`config.mk`:
```
export PLATFORM = sky130hd
export DESIGN_NAME = im2col_row_buffer
export DESIGN_NICKNAME = d
export VERILOG_FILES = /design/src/rtl/im2col_pkg.sv /design/src/rtl/im2col_row_mem.sv /design/src/rtl/im2col_row_buffer.sv
export SDC_FILE = /design/constraint.sdc
export NUM_CORES = 2
export LEC_CHECK = 0
export ABC_AREA = 0
export ABC_CLOCK_PERIOD_IN_PS = 5500
export CORE_MARGIN = 8
export CORE_UTILIZATION = 50
export CTS_CLUSTER_DIAMETER = 80
export DETAILED_ROUTE_END_ITERATION = 8
export HOLD_SLACK_MARGIN = 0.02
export PLACE_DENSITY = 0.66
export SLEW_MARGIN = 15
export SYNTH_ARGS = -nofsm -noshare
export SYNTH_HDL_FRONTEND = slang
export SYNTH_SLANG_ARGS = --single-unit
export TNS_END_PERCENT = 1
```
`constraint.sdc`:
```
create_clock -name clk_i -period 5.5 [get_ports clk_i]
set_input_delay 0.55 -clock clk_i [delete_from_list [all_inputs] [get_ports clk_i]]
set_output_delay 0.55 -clock clk_i [all_outputs]
set_load 0.02 [all_outputs]
```
`src/rtl/im2col_pkg.sv`:
```
// Shared types and default geometry for the img2col line buffer
// and the mapping controller that drives it.
package im2col_pkg;

    typedef enum logic [1:0] {
        S_IDLE,
        S_FILL,
        S_RUN,
        S_DONE
    } state_e;

    localparam int DATA_W_DEF = 8;
    localparam int IMG_W_DEF  = 32;
    localparam int IMG_H_DEF  = 32;
    localparam int K_DEF      = 5;
    localparam int IDX_W_DEF  = 6;

endpackage

```
`src/rtl/im2col_row_mem.sv`:
```
// K x IMG_W pixel store: one write port, one read port with a
// registered read data output.
module im2col_row_mem #(
    parameter int DATA_W = 8,
    parameter int IMG_W  = 32,
    parameter int K      = 5,
    localparam int RW    = $clog2(K),
    localparam int CW    = $clog2(IMG_W)
) (
    input  logic              clk_i,
    input  logic              wr_en_i,
    input  logic [RW-1:0]     wr_row_i,
    input  logic [CW-1:0]     wr_col_i,
    input  logic [DATA_W-1:0] wr_data_i,
    input  logic              rd_en_i,
    input  logic [RW-1:0]     rd_row_i,
    input  logic [CW-1:0]     rd_col_i,
    output logic [DATA_W-1:0] rd_data_o
);

    logic [DATA_W-1:0] mem_q [K][IMG_W];
    logic [DATA_W-1:0] rd_data_q;

    always_ff @(posedge clk_i) begin
        if (wr_en_i) begin
            mem_q[wr_row_i][wr_col_i] <= wr_data_i;
        end
        if (rd_en_i) begin
            rd_data_q <= mem_q[rd_row_i][rd_col_i];
        end
    end

    assign rd_data_o = rd_data_q;

endmodule

```
`src/rtl/im2col_row_buffer.sv`:
```
// Circular K-row line buffer between a raster pixel stream and the
// img2col mapping controller; each round release slides the window.
module im2col_row_buffer
    import im2col_pkg::*;
#(
    parameter int DATA_W = DATA_W_DEF,
    parameter int IMG_W  = IMG_W_DEF,
    parameter int IMG_H  = IMG_H_DEF,
    parameter int K      = K_DEF,
    parameter int IDX_W  = IDX_W_DEF
) (
    input  logic              clk_i,
    input  logic              rst_i,
    input  logic              start_i,
    input  logic              in_valid_i,
    input  logic [DATA_W-1:0] in_data_i,
    output logic              in_ready_o,
    input  logic              rd_valid_i,
    input  logic [IDX_W-1:0]  rd_round_i,
    input  logic [IDX_W-1:0]  rd_row_i,
    input  logic [IDX_W-1:0]  rd_pu_i,
    input  logic [IDX_W-1:0]  rd_col_i,
    input  logic              rd_last_i,
    output logic              rd_ready_o,
    output logic              out_valid_o,
    output logic [DATA_W-1:0] out_data_o,
    output logic [IDX_W-1:0]  out_pu_o,
    output logic              err_o,
    output logic              done_o
);

    localparam int RW = $clog2(K);
    localparam int CW = $clog2(IMG_W);
    localparam int SW = IDX_W + 1;

    localparam logic [SW-1:0] KS     = SW'(K);
    localparam logic [SW-1:0] HS     = SW'(IMG_H);
    localparam logic [SW-1:0] WS     = SW'(IMG_W);
    localparam logic [SW-1:0] ROUNDS = SW'(IMG_H - K + 1);

    state_e            state_q;
    logic [CW-1:0]     wr_col_q;
    logic [RW-1:0]     wr_phys_q;
    logic [RW-1:0]     base_phys_q;
    logic [SW-1:0]     rows_wr_q;
    logic [SW-1:0]     base_row_q;
    logic              out_valid_q;
    logic              zero_q;
    logic              err_q;
    logic              done_q;
    logic [IDX_W-1:0]  out_pu_q;

    logic              in_ready;
    logic              wr_fire;
    logic              wr_wrap;
    logic              rd_acc;
    logic              rel;
    logic              oob;
    logic [SW-1:0]     live_rows;
    logic [SW-1:0]     abs_row;
    logic [SW-1:0]     col_sum;
    logic [SW-1:0]     phys_sum;
    logic [RW-1:0]     rd_phys;
    logic [DATA_W-1:0] mem_rd;

    assign live_rows = rows_wr_q - base_row_q;
    assign in_ready  = (state_q == S_FILL || state_q == S_RUN)
                       && rows_wr_q < HS && live_rows < KS;
    assign wr_fire   = in_valid_i && in_ready;
    assign wr_wrap   = wr_col_q == CW'(IMG_W - 1);

    assign abs_row = {1'b0, rd_round_i} + {1'b0, rd_row_i};
    assign rd_acc  = state_q == S_RUN && rd_valid_i
                     && abs_row < rows_wr_q;
    assign rel     = rd_acc && rd_last_i;
    assign col_sum = {1'b0, rd_pu_i} + {1'b0, rd_col_i};
    assign oob     = rd_row_i >= IDX_W'(K) || rd_col_i >= IDX_W'(K)
                     || col_sum >= WS;

    // In-range rd_row keeps the sum below 2K, so one subtract wraps it.
    assign phys_sum = SW'(base_phys_q) + {1'b0, rd_row_i};
    assign rd_phys  = (phys_sum >= KS) ? RW'(phys_sum - KS)
                                       : RW'(phys_sum);

    im2col_row_mem #(
        .DATA_W (DATA_W),
        .IMG_W  (IMG_W),
        .K      (K)
    ) u_mem (
        .clk_i     (clk_i),
        .wr_en_i   (wr_fire),
        .wr_row_i  (wr_phys_q),
        .wr_col_i  (wr_col_q),
        .wr_data_i (in_data_i),
        .rd_en_i   (rd_acc && !oob),
        .rd_row_i  (rd_phys),
        .rd_col_i  (CW'(col_sum)),
        .rd_data_o (mem_rd)
    );

    always_ff @(posedge clk_i) begin
        if (rst_i) begin
            state_q     <= S_IDLE;
            wr_col_q    <= '0;
            wr_phys_q   <= '0;
            base_phys_q <= '0;
            rows_wr_q   <= '0;
            base_row_q  <= '0;
            out_valid_q <= 1'b0;
            zero_q      <= 1'b1;
            err_q       <= 1'b0;
            done_q      <= 1'b0;
            out_pu_q    <= '0;
        end else begin
            done_q      <= 1'b0;
            out_valid_q <= rd_acc;
            if (rd_acc) begin
                out_pu_q <= rd_pu_i;
                zero_q   <= oob;
                if (oob || {1'b0, rd_round_i} != base_row_q) begin
                    err_q <= 1'b1;
                end
            end
            if (wr_fire) begin
                if (wr_wrap) begin
                    wr_col_q  <= '0;
                    wr_phys_q <= (wr_phys_q == RW'(K - 1)) ? '0
                                 : wr_phys_q + 1'b1;
                    rows_wr_q <= rows_wr_q + 1'b1;
                end else begin
                    wr_col_q <= wr_col_q + 1'b1;
                end
            end
            if (rel) begin
                base_row_q  <= base_row_q + 1'b1;
                base_phys_q <= (base_phys_q == RW'(K - 1)) ? '0
                               : base_phys_q + 1'b1;
            end
            unique case (state_q)
                S_IDLE: begin
                    if (start_i) begin
                        state_q     <= S_FILL;
                        err_q       <= 1'b0;
                        wr_col_q    <= '0;
                        wr_phys_q   <= '0;
                        base_phys_q <= '0;
                        rows_wr_q   <= '0;
                        base_row_q  <= '0;
                    end
                end
                S_FILL: begin
                    if (rows_wr_q == KS) begin
                        state_q <= S_RUN;
                    end
                end
                S_RUN: begin
                    if (rel && base_row_q + 1'b1 == ROUNDS) begin
                        state_q <= S_DONE;
                        done_q  <= 1'b1;
                    end
                end
                S_DONE: begin
                    state_q <= S_IDLE;
                end
                default: begin
                    state_q <= S_IDLE;
                end
            endcase
        end
    end

    assign in_ready_o  = in_ready;
    assign rd_ready_o  = rd_acc;
    assign out_valid_o = out_valid_q;
    assign out_data_o  = zero_q ? '0 : mem_rd;
    assign out_pu_o    = out_pu_q;
    assign err_o       = err_q;
    assign done_o      = done_q;

endmodule

```
==> key figures <==
Status
  – Run status: complete, but fails checks
  – Violations in the final reports: design-rule violations

Placement
  – Routability cong.: 0.967
  – HPWL reported at the end of detailed placement: 119000 um
  – Buffers on Ports: 56
  – Pre-CTS setup slack: -215 ps

Power and ir drop
  – IR Drop Worst-Case VDD: 0.320 mV
  – Power density relative to cell area: 370 nW/um2
  – Leakage power: 21.5 nW

Timing
  – Hold Fails Final Rpt: 0
  – Number of pins exceeding their max-slew limit in the final report: 0
  – RSZ-0062 raised after global routing: false
  – Post-route clock skew: around 24 ps
  – Remaining max-slew budget at the tightest pin: 0.168
  – Time the worst path needs with I/O delays and setup: 5180 ps
  – Slew of the pin with the lowest slew margin: approximately 1200 ps
  – Count of final setup violators: 0
  – Setup ws final: 317 ps
  – Min Hold Slack: 249 ps
  – Crit share post-route: 0.942
  – Max Clk Rate: 193 MHz

CTS
  – Clock root cell: sky130_fd_sc_hd__clkbuf_16
  – CTS tree: yes
  – H-tree levels: 4
  – Clock transition at the registers of the reported paths: around 60 ps
  – Number of gates given a new drive strength after cts: 0
  – Clock buffer count from CTS: 135
  – Count of buffers added by post-CTS timing repair for setup: 0
  – Clock latency on the worst-skew pair: 760 ps
  – Maximum count of clock buffers along a single path: 3
  – TritonCTS Sinks: between 1000 and 1500
  – Hold buffer count at cts: 0

Setup path
  – Startpoint type of the worst setup path: register
  – Longest individual stage delay on the worst path: 780 ps
  – Register-to-register setup slack: 320 ps
  – R2R depth: 15
  – Kind of end point of the critical path: register
  – Count of buffer and inverter cells on the critical path: 3
  – Critical-path top delay cell: sky130_fd_sc_hd__fa_4
  – Most numerous cell on the critical path: sky130_fd_sc_hd__ha_4
  – Worst Path Required: approximately 6000 ps
  – Total stage count of the critical path: 15
  – Origin of the critical flop-to-flop path: base_phys_q[0]$_SDFF_PP0_
  – Origin of the worst setup path: base_phys_q[0]$_SDFF_PP0_
  – List of cells traversed by the critical path: ha_4 > fa_4 > inv_1 > ha_4 > nor3_1 > o21bai_2 > a21oi_4 > buf_4 > buf_12 > mux4_2 > a32o_1 > a311oi_1 > o21ai_1 > a211oi_1 > or4_1
  – Crit-path leading delay family: compound AO/OA/AOI/OAI gates
  – Worst setup path endpoint: u_mem.rd_data_o[6]$_DFFE_PP_
  – Critical path class: register to register
  – End of the worst register-to-register path: u_mem.rd_data_o[6]$_DFFE_PP_
  – Critical-path maximum fanout: 16
  – Arrival time of data at the critical path endpoint: between 5000 and 6000 ps

Floorplanning
  – Number of top-level pins: 57
  – Horizontal extent of the die: 349 um
  – Full die area: 122000 um2
  – Die height: 349 um
  – Count of standard-cell rows: 122
  – Starting density of the core: 0.503
  – Core Area: around 110000 um2

Detailed routing
  – Final Routed Wirelength: 179000 um
  – First DRT Iteration DRCs: about 5600
  – Vias per Instance: 6.51
  – First-pass iteration count of the detailed router: 9
  – Routed WL per cell: 32.0 um
  – Total number of vias: around 36000
  – Final ANT Viol Nets: 0
  – DRC errors left: 1

Layout
  – Share of layout cells above drive strength 1: 0.161
  – Count of filler cells inserted in the layout: 8504
  – Nets: 4084
  – Synth-to-Final Area Change: 15.5%

Global route
  – Number of global-route vias before repair: 34700
  – Largest net degree at the start of global routing: 97
  – Remaining global-route overflow: 0
  – Initial antenna violation count: 8
  – Overall fraction of global-route tracks in use: 0.289
  – First-pass GRT wire length: 253000 um

Synthesis
  – Sequential element share of the synthesized area: 0.709
  – Share of flip-flops with an asynchronous set or reset after synthesis: 0
  – Cell Area, Synth: between 50000 and 60000 um2
  – Number of flops mapped to enable cells by yosys: around 1300
  – Synth warnings: 0
  – Number of nets produced by synthesis: between 3000 and 4000
  – Syn Inst Count: 3741
  – Average size of a mapped cell: between 10 and 15 um2
  – Most frequently used flop master after synthesis: sky130_fd_sc_hd__edfxtp_1
  – Number of different library cells in the post-synthesis netlist: 78
  – Post-synthesis sequential element count: about 1300

Job
  – Max capacitance violation total: 0

Hold path
  – Worst min-delay path class: primary input to register
[stage by stage]
step	setup TNS, ps	cell area [um2]	util	cells	total power [W]
6_report	0	64200	0.581	5591	0.0237
3_5_place_dp	-509	59800	0.541	5347	0.0145
5_1_grt	0	64200	0.581	5588	0.0242
4_1_cts	0	64200	0.581	5588	0.0237
2_1_floorplan	0	55600	-	3741	0.0129
3_3_place_gp	-344	59800	0.541	5347	0.0145
[synth_stat cells, types with 5 or more instances]
master	instances	area [um2]
sky130_fd_sc_hd__xor2_1	14	123
sky130_fd_sc_hd__and3_1	26	163
sky130_fd_sc_hd__nand2b_1	5	31.3
sky130_fd_sc_hd__mux2i_1	231	2310
sky130_fd_sc_hd__xnor2_1	21	184
sky130_fd_sc_hd__o211ai_1	5	37.5
sky130_fd_sc_hd__buf_2	78	390
sky130_fd_sc_hd__nor2_1	275	1030
sky130_fd_sc_hd__mux4_2	131	2950
sky130_fd_sc_hd__or4_1	7	52.6
sky130_fd_sc_hd__nor3_1	54	270
sky130_fd_sc_hd__buf_1	25	93.8
sky130_fd_sc_hd__a31oi_1	55	344
sky130_fd_sc_hd__mux2_2	23	259
sky130_fd_sc_hd__nor2b_1	14	87.6
sky130_fd_sc_hd__edfxtp_1	1288	38700
sky130_fd_sc_hd__inv_1	30	113
sky130_fd_sc_hd__nand3_1	122	611
sky130_fd_sc_hd__o31ai_1	10	75.1
sky130_fd_sc_hd__o221ai_1	32	280
sky130_fd_sc_hd__clkbuf_1	106	398
sky130_fd_sc_hd__nand4_1	27	169
sky130_fd_sc_hd__a22oi_1	16	120
sky130_fd_sc_hd__or3_1	18	113
sky130_fd_sc_hd__o22ai_1	68	425
sky130_fd_sc_hd__o21ai_0	57	285
sky130_fd_sc_hd__and2_1	8	50.1
sky130_fd_sc_hd__buf_4	6	45.0
sky130_fd_sc_hd__a211o_1	6	52.6
sky130_fd_sc_hd__ha_1	46	576
sky130_fd_sc_hd__a21oi_1	126	631
sky130_fd_sc_hd__dfxtp_1	37	741
sky130_fd_sc_hd__nor4_1	30	188
sky130_fd_sc_hd__o2111ai_1	6	52.6
sky130_fd_sc_hd__a21o_1	14	105
sky130_fd_sc_hd__a311oi_1	14	123
sky130_fd_sc_hd__nand2_1	561	2110
sky130_fd_sc_hd__o311ai_0	10	87.6
sky130_fd_sc_hd__a2111oi_0	12	105
sky130_fd_sc_hd__a211oi_1	23	173
sky130_fd_sc_hd__a32o_1	6	60.1
sky130_fd_sc_hd__a32oi_1	20	175
[sequential cells by signal (all words and copies together), names as in the netlist]
| name | count |
|---|---|
| out_valid_o | 1 |
| u_mem.mem_q | 1280 |
| err_o | 1 |
| base_row_q | 7 |
| wr_col_q | 5 |
| u_mem.rd_data_o | 8 |
| wr_phys_q | 3 |
| rows_wr_q | 7 |
| state_q | 2 |
| out_pu_o | 6 |
| done_o | 1 |
| base_phys_q | 3 |
| zero_q | 1 |
[worst min path at each step]
stage,from,endpoint,slack (ps),depth (start not counted)
floorplan,wr_phys_q[1]$_SDFF_PP0_,wr_phys_q[1]$_SDFF_PP0_,470,2
global placement,out_pu_o[1]$_SDFFE_PP0N_,out_pu_o[1]$_SDFFE_PP0N_,440,2
detailed placement,out_pu_o[2]$_SDFFE_PP0N_,out_pu_o[2]$_SDFFE_PP0N_,450,2
CTS,in_data_i[4],u_mem.mem_q[4][196]$_DFFE_PP_,230,1
global route,in_data_i[4],u_mem.mem_q[4][228]$_DFFE_PP_,250,1
finish,in_data_i[4],u_mem.mem_q[4][156]$_DFFE_PP_,250,1
[kinds of logic after synthesis]
logic type,share of synthesized area
flops,0.709
buf+inv,0.0193
xor+xnor,0.00581
mux,0.0994
simple gates,0.0904
compound gates,0.0640
fa+ha+maj,0.0118
[cell usage in the layout, fill, tap and decap left out, drive strengths merged, types with 16 or more instances in the layout]
master	n
or3	18
and3	26
inv	37
mux2i	231
buf	287
a22oi	16
ha	46
nand3	122
nor3	54
dfxtp	37
xnor2	22
a21oi	128
mux2	23
clkdlybuf4s50	48
o22ai	68
a31oi	55
nand4	27
clkbuf	163
mux4	131
o221ai	32
nor2	275
nand2	562
edfxtp	1288
a32oi	20
a211oi	23
nor4	30
o21ai	61
clkinv	58
[layer usage]
layer  GRT usage  wire length, um  vias to the layer above
met5           0               37                        -
met4       0.144            10500                        6
met3      0.0876            24000                      580
met2       0.429            78200                     2718
met1       0.388            66300                    18100
li1            -                -                    15000
[area by class of cell]
cell class	instances	area, um2	share of cell area
inverter	33	124	0.00193
sequential	1325	39400	0.614
clock inverter	78	808	0.0126
tap	1488	1860	0.0290
antenna	3	7.51	0.000117
timing repair buffer	335	3070	0.0479
multi-input combinational	2166	15300	0.238
clock buffer	163	3610	0.0563
[report_power, final]
group	internal [W]	leakage (nW)	total [W]	switching, W
Combinational	0.00112	7.50	0.00332	0.00220
Clock	0.00539	2.17	0.00927	0.00388
Sequential	0.0111	11.9	0.0111	0.0000166
Note: power is estimated with default switching activity, not from simulation.
